[src/rtl/rst_seq_pkg.sv]
// Shared definitions for the reset sequencer: reset polarity constants,
// sequencer state encoding and reset-cause codes.
package rst_seq_pkg;

    // Active-low domain reset levels.
    localparam logic RESET_ENABLE  = 1'b0;
    localparam logic RESET_DISABLE = 1'b1;

    // Sequencer states, in release order.
    typedef enum logic [2:0] {
        ST_HOLD      = 3'd0,
        ST_WAIT_LOCK = 3'd1,
        ST_REL_MEM   = 3'd2,
        ST_REL_IO    = 3'd3,
        ST_REL_CPU   = 3'd4,
        ST_RUN       = 3'd5
    } state_t;

    // Reason for the most recent reset sequence.
    typedef enum logic [1:0] {
        CAUSE_POR  = 2'd0,
        CAUSE_LOCK = 2'd1,
        CAUSE_SW   = 2'd2,
        CAUSE_WDT  = 2'd3
    } cause_t;

endpackage

[src/rtl/rst_seq_sync_ff.sv]
// Multi-stage flip-flop synchronizer with asynchronous active-low clear.
// Used both for the reset_ release edge and for the asynchronous DCM lock.
module sync_ff #(
    parameter int STAGES = 2
) (
    input  logic clk,
    input  logic arst_n,
    input  logic d_i,
    output logic q_o
);

    logic [STAGES-1:0] sync_q;

    // Shift the input through STAGES flops; cleared while arst_n is low.
    always_ff @(posedge clk or negedge arst_n) begin
        if (!arst_n) begin
            sync_q <= '0;
        end else begin
            sync_q <= {sync_q[STAGES-2:0], d_i};
        end
    end

    assign q_o = sync_q[STAGES-1];

endmodule

[src/rtl/rst_seq.sv]
// Reset sequencer: holds mem/io/cpu domain resets while the chip reset or
// DCM lock is bad, then releases them one at a time (mem, io, cpu) spaced
// STAGE_DLY cycles apart. Lock loss, a software request or a watchdog
// timeout re-asserts all three together and restarts the release sequence.
module rst_seq
    import rst_seq_pkg::*;
#(
    parameter int SYNC_STAGES = 2,
    parameter int STAGE_DLY   = 16,
    parameter int WDT_LIMIT   = 65535
) (
    input  logic       clk,
    input  logic       reset_,
    input  logic       locked,
    input  logic       sw_rst_req,
    input  logic       wdt_kick,
    output logic       mem_reset_,
    output logic       io_reset_,
    output logic       cpu_reset_,
    output logic [1:0] rst_cause,
    output logic       seq_busy
);

    localparam logic [7:0]  STAGE_DLY_C = 8'(STAGE_DLY);
    localparam logic [15:0] WDT_LIMIT_C = 16'(WDT_LIMIT);
    localparam bit          WDT_EN      = (WDT_LIMIT != 0);

    logic   rst_sync;
    logic   lock_sync;

    state_t      state_q;
    cause_t      cause_q;
    logic [7:0]  stage_cnt_q;
    logic [15:0] wdt_q;
    logic        mem_rst_q;
    logic        io_rst_q;
    logic        cpu_rst_q;
    logic        busy_q;

    logic   lock_lost;
    logic   wdt_expire;
    logic   sw_req_run;
    logic   abort;
    cause_t abort_cause;

    // reset_ release edge: constant 1 shifted in once reset_ goes high.
    sync_ff #(.STAGES(SYNC_STAGES)) u_rst_sync (
        .clk    (clk),
        .arst_n (reset_),
        .d_i    (1'b1),
        .q_o    (rst_sync)
    );

    // DCM lock status, asynchronous to clk.
    sync_ff #(.STAGES(SYNC_STAGES)) u_lock_sync (
        .clk    (clk),
        .arst_n (reset_),
        .d_i    (locked),
        .q_o    (lock_sync)
    );

    // Re-sequence triggers. WAIT_LOCK is already waiting for lock, so a low
    // lock there is not a new event and leaves rst_cause alone (this keeps a
    // slow-locking DCM at power-up reported as a power/pin reset).
    always_comb begin
        lock_lost   = !lock_sync &&
                      (state_q inside {ST_REL_MEM, ST_REL_IO, ST_REL_CPU, ST_RUN});
        // Expire on the cycle the count would reach the limit, so the resets
        // drop exactly WDT_LIMIT cycles after RUN entry or the last kick.
        wdt_expire  = WDT_EN && (state_q == ST_RUN) && !wdt_kick &&
                      (wdt_q == WDT_LIMIT_C - 16'd1);
        sw_req_run  = (state_q == ST_RUN) && sw_rst_req;
        abort       = lock_lost || wdt_expire || sw_req_run;
        abort_cause = lock_lost  ? CAUSE_LOCK :
                      wdt_expire ? CAUSE_WDT  : CAUSE_SW;
    end

    // Sequencer FSM with registered domain resets, busy flag and cause.
    always_ff @(posedge clk or negedge reset_) begin
        if (!reset_) begin
            state_q     <= ST_HOLD;
            cause_q     <= CAUSE_POR;
            stage_cnt_q <= '0;
            wdt_q       <= '0;
            mem_rst_q   <= RESET_ENABLE;
            io_rst_q    <= RESET_ENABLE;
            cpu_rst_q   <= RESET_ENABLE;
            busy_q      <= 1'b1;
        end else if (abort) begin
            state_q     <= ST_WAIT_LOCK;
            cause_q     <= abort_cause;
            stage_cnt_q <= '0;
            wdt_q       <= '0;
            mem_rst_q   <= RESET_ENABLE;
            io_rst_q    <= RESET_ENABLE;
            cpu_rst_q   <= RESET_ENABLE;
            busy_q      <= 1'b1;
        end else begin
            case (state_q)
                ST_HOLD: begin
                    if (rst_sync) begin
                        state_q <= ST_WAIT_LOCK;
                    end
                end
                ST_WAIT_LOCK: begin
                    if (lock_sync) begin
                        state_q     <= ST_REL_MEM;
                        stage_cnt_q <= STAGE_DLY_C;
                        mem_rst_q   <= RESET_DISABLE;
                    end
                end
                // Counter steps to 0 over STAGE_DLY cycles; leaving on the
                // step that lands on 0 spaces releases exactly STAGE_DLY apart.
                ST_REL_MEM: begin
                    if (stage_cnt_q <= 8'd1) begin
                        state_q     <= ST_REL_IO;
                        stage_cnt_q <= STAGE_DLY_C;
                        io_rst_q    <= RESET_DISABLE;
                    end else begin
                        stage_cnt_q <= stage_cnt_q - 8'd1;
                    end
                end
                ST_REL_IO: begin
                    if (stage_cnt_q <= 8'd1) begin
                        state_q     <= ST_REL_CPU;
                        stage_cnt_q <= STAGE_DLY_C;
                        cpu_rst_q   <= RESET_DISABLE;
                    end else begin
                        stage_cnt_q <= stage_cnt_q - 8'd1;
                    end
                end
                ST_REL_CPU: begin
                    if (stage_cnt_q <= 8'd1) begin
                        state_q     <= ST_RUN;
                        stage_cnt_q <= '0;
                        busy_q      <= 1'b0;
                    end else begin
                        stage_cnt_q <= stage_cnt_q - 8'd1;
                    end
                end
                ST_RUN: begin
                    // Saturate rather than wrap (matters only when disabled).
                    if (wdt_kick) begin
                        wdt_q <= '0;
                    end else if (wdt_q != 16'hFFFF) begin
                        wdt_q <= wdt_q + 16'd1;
                    end
                end
                default: begin
                    state_q <= ST_HOLD;
                end
            endcase
        end
    end

    assign mem_reset_ = mem_rst_q;
    assign io_reset_  = io_rst_q;
    assign cpu_reset_ = cpu_rst_q;
    assign rst_cause  = cause_q;
    assign seq_busy   = busy_q;

endmodule

[config.mk]
export PLATFORM = sky130hd
export DESIGN_NAME = rst_seq
export DESIGN_NICKNAME = d
export VERILOG_FILES = /design/src/rtl/rst_seq_pkg.sv /design/src/rtl/rst_seq_sync_ff.sv /design/src/rtl/rst_seq.sv
export SDC_FILE = /design/constraint.sdc
export NUM_CORES = 1
export LEC_CHECK = 0
export ABC_AREA = 1
export CAP_MARGIN = 0
export CORE_UTILIZATION = 55
export CTS_BUF_LIST = sky130_fd_sc_hd__clkbuf_4 sky130_fd_sc_hd__clkbuf_8 sky130_fd_sc_hd__clkbuf_16
export CTS_CLUSTER_DIAMETER = 60
export DETAILED_ROUTE_END_ITERATION = 6
export HOLD_SLACK_MARGIN = 0.06
export PLACE_DENSITY_LB_ADDON = 0.1
export RECOVER_POWER = 50
export SLEW_MARGIN = 20
export SYNTH_ARGS = -nofsm -noshare
export SYNTH_HDL_FRONTEND = slang
export SYNTH_HIERARCHICAL = 1
export SYNTH_SLANG_ARGS = --single-unit
[constraint.sdc]
create_clock -name clk -period 5.4 [get_ports clk]
set_input_delay 0.54 -clock clk [delete_from_list [all_inputs] [get_ports clk]]
set_output_delay 0.54 -clock clk [all_outputs]
set_load 0.05 [all_outputs]
==> results.json, run 1 <==
{
  "status": "finished, violations left",
  "failed_checks": "max-capacitance violations, max-slew violations",
  "first_pass_iters": 5,
  "worst_clock_skew_ns": 0.00717,
  "core_area_um2": 4000,
  "synthTopCellsByArea": "dfrtp_1 (39%), nand2_1 (19%), nor2_1 (8.4%), nand3_1 (8.3%), inv_1 (5.2%)",
  "p_per_area_nw_per_um2": 486,
  "cts_buffer_depth": 2,
  "drive_above_1_share": 0.0692,
  "vias": 2070,
  "peakVddDrop_mv": 0.189,
  "setup_tns_ns": 0,
  "avgSynthCellArea_um2": 6.81,
  "multiInputGateArea_um2": 1180,
  "syn-num-nets": 345,
  "synth.yosys.seq_area_share": 0.405,
  "tightest_slew_ns": 1.97,
  "leakagePower_nw": 1.26,
  "holdBufCountCts": 0,
  "reg2reg_slack_ns": 3.28,
  "synth_common_cells": "nand2_1 (114), nor2_1 (51), nand3_1 (38), dfrtp_1 (36), inv_1 (32)",
  "via_per_inst": 5.21,
  "path_class": "input pin to flop",
  "crit_slowest_cell": "clkdlybuf4s50_1",
  "fillers": 380,
  "synth_seq_cells": 37,
  "cts.sinks": 37,
  "setup_viol": 0,
  "required_ns": 5.57,
  "hpwl_mm": 3.44,
  "grt_pass1_vias": 1868,
  "wire_per_inst_um": 12.2,
  "post-route-period-util": 0.457,
  "regArea_um2": 927,
  "ys.flop_type": "dfrtp_1",
  "max_freq_ghz": 0.405,
  "h-tree-depth": 2,
  "async_flop_share": 1.00,
  "worst_hold_path_type": "flop to flop",
  "postCtsSetupBuffers": 0,
  "antenna-diode-count": 0,
  "dieArea_um2": 4420,
  "cts_tree": "done",
  "area_growth_pct": 9.79,
  "reg2reg_depth": 9,
  "ys_warn_count": 6,
  "rsz0062_at_grt": "false",
  "drv_cap": 1,
  "io_pins": 11,
  "track_usage": 0.244,
  "r2r_start": "wdt_q[0]",
  "max_stage_delay_ns": 0.83,
  "grt_max_degree": 38,
  "cts.clk_slew.worst_paths_ns": 0.07,
  "arrival_ns": 2.64,
  "cts_made_buffers": 5,
  "die-height_um": 66.5,
  "fin_crit_ns": 2.47,
  "fin_util": 0.628,
  "critPathMaxFanout": 17,
  "overflow": 0,
  "rr_endpoint": "wdt_q[12]",
  "dieWidth_um": 66.5,
  "num_rows": 23,
  "initial_core_util": 0.572,
  "ant_nets": 0,
  "report.final.slew_viol_count": 38,
  "cts_resized": 0,
  "port_buffers": 10,
  "path_cells": "clkdlybuf4s50_1 -> inv_2 -> nand3_1 -> nor2_1 -> nand2_1 -> nor2_1 -> nor2_2 -> nor2_4 -> nand2_1 -> nand2_1",
  "yosysTopAreaCell": "dfrtp_1",
  "yosysMostFrequentCell": "nand2_1",
  "hp-start": "u_rst_sync/sync_q[0]",
  "yosys.cell_types.count": 29,
  "yosysTopAreaCellShare": 0.394,
  "drc_errors": 0,
  "hold_viol": 0,
  "min_path_cells": 0,
  "critPathCaptureType": "flop",
  "hold_end": "u_rst_sync/sync_q[1]",
  "drtIter0Drc": 170,
  "layout.nets": 355,
  "clkLatencyLatePin_ns": 0.29,
  "cts-root-buf": "clkbuf_8",
  "startpoint_type": "input pin",
  "netlist_area_um2": 2290,
  "wl_mm": 4.85,
  "gp_congestion": 0.849,
  "syn_inst": 336,
  "synth_edf_count": 0,
  "antenna_found_initial": 0,
  "grt_pass1_wl_mm": 8.11,
  "timing.slew.headroom": -0.317,
  "crit_top_cell": "nand2_1"
}
[how the worst max path moves through the flow]
stage                         from        end  depth (start not counted)  slack (ns)
after floorplan           wdt_q[0]   wdt_q[0]                          9        3.68
after global placement    wdt_kick   wdt_q[8]                         10        2.74
after detailed placement  wdt_kick  wdt_q[12]                         10        2.67
after CTS                 wdt_kick  wdt_q[12]                         10        2.97
after global routing      wdt_kick  wdt_q[10]                         10        2.81
final                     wdt_kick  wdt_q[12]                         10        2.93
[flip-flops by register name, summed over array words and instances, names as in the netlist]
name                count
io_reset_               1
stage_cnt_q             8
cpu_reset_              1
u_rst_sync/sync_q       2
state_q                 3
seq_busy                1
wdt_q                  16
rst_cause               2
u_lock_sync/sync_q      2
mem_reset_              1
[critical path: cells and delay by family]
kind | cells | cell delay [ns]
simple gates | 8 | 1.18
buf+inv | 2 | 0.90
[stage by stage]
stage / cell area [um^2] / worst slack, ns / hold slack (ns) / cells / power [mW]
floorplan: 2290 / 3.68 / 0.244 / 336 / 0.862
global placement: 2400 / 2.74 / 0.332 / 389 / 0.974
detailed placement: 2400 / 2.67 / 0.338 / 389 / 0.985
CTS: 2510 / 2.97 / 0.364 / 397 / 1.23
global route: 2510 / 2.81 / 0.374 / 397 / 1.31
finish: 2510 / 2.93 / 0.359 / 397 / 1.22
[kinds of logic after synthesis]
family,Yosys count,synth area share
AO/OA/AOI/OAI,20,0.0481
XOR/XNOR,7,0.0268
adder cells (fa/ha/maj),4,0.0219
buffers and inverters,44,0.0798
flip-flops,37,0.405
other,1,0.00164
AND/OR/NAND/NOR,223,0.417
[where the power goes]
group          switching (mW)  total, mW  internal (mW)
Combinational           0.395      0.581          0.185
Sequential             0.0603      0.401          0.341
Clock                  0.0974      0.240          0.142
[layer usage]
metal / up-vias / track usage / wire length, um
met2: 45 / 0.411 / 2380
met3: 7 / 0.0479 / 138
li1: 1073 / - / -
met4: 0 / 0.0878 / 58
met5: - / 0 / 0
met1: 945 / 0.310 / 2270
[cell usage in the layout (no fill, tap or decap), drive strengths merged]
master | synthesis | final
a21oi | 10 | 10
bufinv | 0 | 1
clkbuf | 2 | 7
clkdlybuf4s50 | 0 | 8
clkinv | 0 | 1
conb | 1 | 1
dfrtp | 36 | 36
dfstp | 1 | 1
dlygate4sd3 | 0 | 1
ha | 4 | 4
inv | 37 | 37
nand2 | 117 | 117
nand3 | 40 | 40
nand4 | 7 | 7
nor2 | 54 | 54
nor3 | 2 | 2
nor3b | 1 | 1
o211ai | 2 | 2
o21a | 1 | 1
o21ai | 6 | 6
o21bai | 1 | 1
or2 | 2 | 2
xnor2 | 3 | 3
xor2 | 4 | 4
[cell type report]
type                    count  area share
multi-input cells         255       0.469
flip-flops and latches     37       0.369
inverters                  37      0.0553
repair buffers             10      0.0374
clock buffers               6      0.0304
well taps                  50      0.0249
clock inverters             2      0.0139
Note: power is estimated with default switching activity, not from simulation.
==> run 2, diff against run 1 <==
clock period = 2.3 ns   (was 5.4 ns; I/O delays follow)
==> run 2 against run 1 <==
Against the previous run:
- the run now ends clean
- count of clock-buffer cells in the layout increased by 1
- via count increased by 0.19%
- core utilization increased by 1.1 points
- critical path depth decreased by 9
- clock skew increased by 0.0022 ns
- largest power group unchanged
==> results.json, run 2 (same netlist as run 1, synthesis figures left out) <==
{
  "layout_commonest_cell": "nand2_1",
  "fin_crit_ns": 1.84,
  "path_class": "flop to primary output",
  "dieArea_um2": 4420,
  "largest_reg_flops": 16,
  "clkLatencyLatePin_ns": 0.30,
  "fillers": 380,
  "setup_viol": 0,
  "reg2reg_slack_ns": 0.47,
  "drtIter0Drc": 145,
  "overflow": 0,
  "startpoint_type": "flop",
  "rsz0062_at_grt": "false",
  "required_ns": 2.07,
  "report.final.slew_viol_count": 0,
  "hpwl_mm": 3.33,
  "tightest_slew_ns": 0.907,
  "cts.clk_slew.worst_paths_ns": 0.08,
  "grt_max_degree": 38,
  "drc_errors": 0,
  "core_area_um2": 4000,
  "worst_clock_skew_ns": 0.00942,
  "leakagePower_nw": 1.28,
  "peakVddDrop_mv": 0.406,
  "reg2reg_depth": 8,
  "wire_per_inst_um": 12.0,
  "max_stage_delay_ns": 0.79,
  "critPathMaxFanout": 2,
  "initial_core_util": 0.572,
  "cts.sinks": 37,
  "ant_nets": 0,
  "rr_endpoint": "stage_cnt_q[4]",
  "antenna_found_initial": 0,
  "die-height_um": 66.5,
  "crit_slowest_cell": "clkdlybuf4s50_1",
  "via_per_inst": 5.17,
  "p_per_area_nw_per_um2": 1150,
  "postCtsSetupBuffers": 0,
  "antenna-diode-count": 0,
  "cp_top_family": "buffers and inverters",
  "r2r_start": "state_q[2]",
  "min_path_cells": 0,
  "cts_made_buffers": 5,
  "crit_buf_inv": 1,
  "track_usage": 0.248,
  "grt_pass1_vias": 1866,
  "cts_buffer_depth": 2,
  "area_growth_pct": 11.6,
  "gp_congestion": 0.913,
  "vias": 2074,
  "final_cell_mix": "nand2_1 (114), nor2_1 (51), nand3_1 (38), dfrtp_1 (36), inv_1 (32)",
  "max_freq_ghz": 0.543,
  "status": "complete, no violations",
  "io_pins": 11,
  "drv_cap": 0,
  "cts_tree": "done",
  "fin_ws_ns": 0.458,
  "hp-start": "u_lock_sync/sync_q[0]",
  "cts-root-buf": "clkbuf_8",
  "critPathCaptureType": "primary output",
  "num_rows": 23,
  "path_cells": "clkdlybuf4s50_1",
  "wl_mm": 4.83,
  "setup_tns_ns": 0,
  "port_buffers": 10,
  "worst_hold_path_type": "flop to flop",
  "timing.slew.headroom": 0.395,
  "layout.nets": 359,
  "regMostFlops": "wdt_q",
  "post-route-period-util": 0.801,
  "dieWidth_um": 66.5,
  "arrival_ns": 1.61,
  "reg.largest.list": "wdt_q x16, stage_cnt_q x8, state_q x3",
  "place_ws_ns": 0.378,
  "hold_viol": 0,
  "drive_above_1_share": 0.0798,
  "grt_pass1_wl_mm": 8.23,
  "cts_resized": 0,
  "h-tree-depth": 2,
  "first_pass_iters": 4,
  "hold_end": "u_lock_sync/sync_q[1]"
}
[run 2: final cells by class]
| class | instances | area (um^2) | share of cell area |
|---|---|---|---|
| Timing Repair Buffer | 14 | 128 | 0.0500 |
| Inverter | 37 | 139 | 0.0544 |
| Multi-Input combinational cell | 255 | 1180 | 0.461 |
| Clock buffer | 7 | 90.1 | 0.0353 |
| Sequential cell | 37 | 927 | 0.363 |
| Clock inverter | 1 | 30.0 | 0.0118 |
| Tap cell | 50 | 62.6 | 0.0245 |
[run 2: timing repair]
item,4_1_cts,5_1_grt
hold buffers,1,0
setup endpoints to repair,0,0
hold endpoints to repair,13,0
[run 2: metal layers]
layer,share of wire,up-vias,GRT usage
li1,-,1082,-
met1,0.47,962,0.308
met2,0.49,25,0.417
met3,0.030,5,0.0531
met4,0.014,0,0.0957
met5,0,-,0
[run 2: how the worst max path moves through the flow]
| stage | start | to | slack, ns | cells past startpoint |
|---|---|---|---|---|
| 6_report | seq_busy | seq_busy | 0.46 | 1 |
| 5_1_grt | wdt_q[0] | wdt_q[7] | 0.27 | 9 |
| 4_1_cts | state_q[2] | stage_cnt_q[4] | 0.44 | 8 |
| 3_5_place_dp | wdt_kick | stage_cnt_q[4] | 0.38 | 9 |
| 3_3_place_gp | wdt_kick | stage_cnt_q[4] | 0.43 | 9 |
| 2_1_floorplan | wdt_q[0] | wdt_q[0] | 0.58 | 9 |
[run 2: where the power goes]
group,internal (mW),switching [mW]
Sequential,0.800,0.140
Clock,0.366,0.240
Combinational,0.456,0.944
[run 2: metrics by stage]
| step | utilization | cells | hold slack, ns | instance area [um^2] | power (mW) |
|---|---|---|---|---|---|
| 2_1_floorplan | - | 336 | -0.0656 | 2290 | 2.02 |
| 3_3_place_gp | 0.606 | 392 | 0.333 | 2420 | 2.33 |
| 3_5_place_dp | 0.606 | 392 | 0.342 | 2420 | 2.35 |
| 4_1_cts | 0.639 | 401 | 0.361 | 2550 | 2.97 |
| 5_1_grt | 0.639 | 401 | 0.362 | 2550 | 3.17 |
| 6_report | 0.639 | 401 | 0.357 | 2550 | 2.95 |
==> run 3, diff against run 2 <==
clock period = 1.8 ns   (was 2.3 ns; I/O delays follow)
==> run 3 against run 2 <==
Against the previous run:
- first-iteration DRC count decreased by 5.5%
- critical path depth did not move
- global-route usage grew 0.67 points
- sequential share of layout area down 1.4 points
- power rose by 34%
- cell count grew 2.0%
- combinational power grew 42%
- non-clock buffer count grew 8
- largest cell class unchanged
==> results.json, run 3 (same netlist as run 1, synthesis figures left out) <==
{
  "status": "complete, no violations",
  "core_area_um2": 4000,
  "h-tree-depth": 2,
  "cts_tree": "done",
  "drtIter0Drc": 137,
  "reg.largest.list": "wdt_q x16, stage_cnt_q x8, state_q x3",
  "rr_endpoint": "stage_cnt_q[4]",
  "cts_made_buffers": 5,
  "ant_nets": 0,
  "startpoint_type": "flop",
  "arrival_ns": 1.48,
  "num_rows": 23,
  "dieArea_um2": 4420,
  "critPathLaunch": "rst_cause[1]",
  "rsz0062_at_grt": "false",
  "antenna_found_initial": 0,
  "crit_slowest_cell": "clkdlybuf4s50_1",
  "track_usage": 0.254,
  "vias": 2137,
  "crit_buf_inv": 1,
  "cp_top_family": "buffers and inverters",
  "fin_crit_ns": 1.66,
  "die-height_um": 66.5,
  "max_freq_ghz": 0.604,
  "report.final.slew_viol_count": 0,
  "worst_clock_skew_ns": 0.00566,
  "drc_errors": 0,
  "p_per_area_nw_per_um2": 1490,
  "crit_end": "rst_cause[1]",
  "overflow": 0,
  "setup_tns_ns": 0,
  "gp_congestion": 0.905,
  "r2r_start": "state_q[1]",
  "critPathCaptureType": "primary output",
  "largest_reg_flops": 16,
  "grt.met1_usage": 0.310,
  "hold_viol": 0,
  "gr-usage-met2": 0.450,
  "hpwl_mm": 3.61,
  "wl_mm": 4.98,
  "layout_commonest_cell": "nand2_1",
  "via_per_inst": 5.22,
  "reg2reg_depth": 9,
  "first_pass_iters": 4,
  "drv_cap": 0,
  "reg2reg_slack_ns": 0.17,
  "max_stage_delay_ns": 0.81,
  "area_growth_pct": 16.1,
  "grt_max_degree": 21,
  "initial_core_util": 0.572,
  "cts_buffer_depth": 2,
  "final_cell_mix": "nand2_1 (113), nor2_1 (51), nand3_1 (37), dfrtp_1 (36), inv_1 (32)",
  "grt_pass1_vias": 1944,
  "peakVddDrop_mv": 0.650,
  "clkLatencyLatePin_ns": 0.29,
  "tightest_slew_ns": 1.13,
  "io_pins": 11,
  "grt_pass1_wl_mm": 8.53,
  "dieWidth_um": 66.5,
  "worst_hold_path_type": "flop to flop",
  "fin_util": 0.664,
  "timing.slew.headroom": 0.249,
  "required_ns": 1.62,
  "post-route-period-util": 0.921,
  "drive_above_1_share": 0.106,
  "path_cells": "clkdlybuf4s50_1",
  "cts-root-buf": "clkbuf_8",
  "cts.sinks": 37,
  "cts.clk_slew.worst_paths_ns": 0.08,
  "leakagePower_nw": 1.33,
  "busiest_layer": "met2",
  "layout.nets": 367,
  "port_buffers": 10,
  "wire_per_inst_um": 12.2,
  "antenna-diode-count": 0,
  "gr-usage-met3": 0.0497,
  "p_total_mw": 3.96,
  "worst-path-stages": 1,
  "critPathMaxFanout": 2,
  "regMostFlops": "wdt_q",
  "postCtsSetupBuffers": 0,
  "path_class": "flop to primary output",
  "setup_viol": 0
}
==> run 3: power breakdown <==
group	switching (mW)	leakage, nW	internal, mW	total (mW)
clock	0.311	0.0574	0.451	0.762
sequential	0.183	0.483	1.02	1.21
combinational	1.26	0.789	0.728	1.99
==> run 3: worst min-delay path by stage <==
stage	startpoint	end	slack, ns	cells past startpoint
4_1_cts	locked	u_lock_sync/sync_q[0]	0.31	1
5_1_grt	u_lock_sync/sync_q[0]	u_lock_sync/sync_q[1]	0.36	0
2_1_floorplan	reset_	cpu_reset_	-0.12	0
3_5_place_dp	reset_	u_rst_sync/sync_q[1]	0.16	1
6_report	u_rst_sync/sync_q[0]	u_rst_sync/sync_q[1]	0.35	0
3_3_place_gp	reset_	u_rst_sync/sync_q[1]	0.16	1
==> run 3: through the flow <==
| step | worst slack [ns] | area [um^2] | std cells | hold slack (ns) |
|---|---|---|---|---|
| final | 0.143 | 2660 | 409 | 0.354 |
| after CTS | 0.120 | 2650 | 409 | 0.312 |
| after global routing | 0.0271 | 2660 | 409 | 0.356 |
| after floorplan | 0.0845 | 2290 | 336 | -0.116 |
| after global placement | 0.129 | 2520 | 400 | 0.161 |
| after detailed placement | 0.143 | 2520 | 400 | 0.159 |
==> run 3: layout make-up <==
class,instances,area [um^2]
Clock buffer,6,82.6
Clock inverter,2,37.5
Fill cell,358,1340
Inverter,37,139
Multi-Input combinational cell,255,1190
Sequential cell,37,927
Tap cell,50,62.6
Timing Repair Buffer,22,221
==> run 3: layer usage <==
layer	share of wire	routed length (um)	vias to the layer above
li1	-	-	1099
met1	0.45	2250	992
met2	0.51	2520	42
met3	0.038	190	4
met4	0.0046	23	0
met5	0	0	-
==> run 3: repair_timing <==
item                                    CTS  global route
hold buffers                              1             0
hold endpoints to repair                 18             0
gates resized for setup                   0             2
endpoints found under the setup margin    0             2
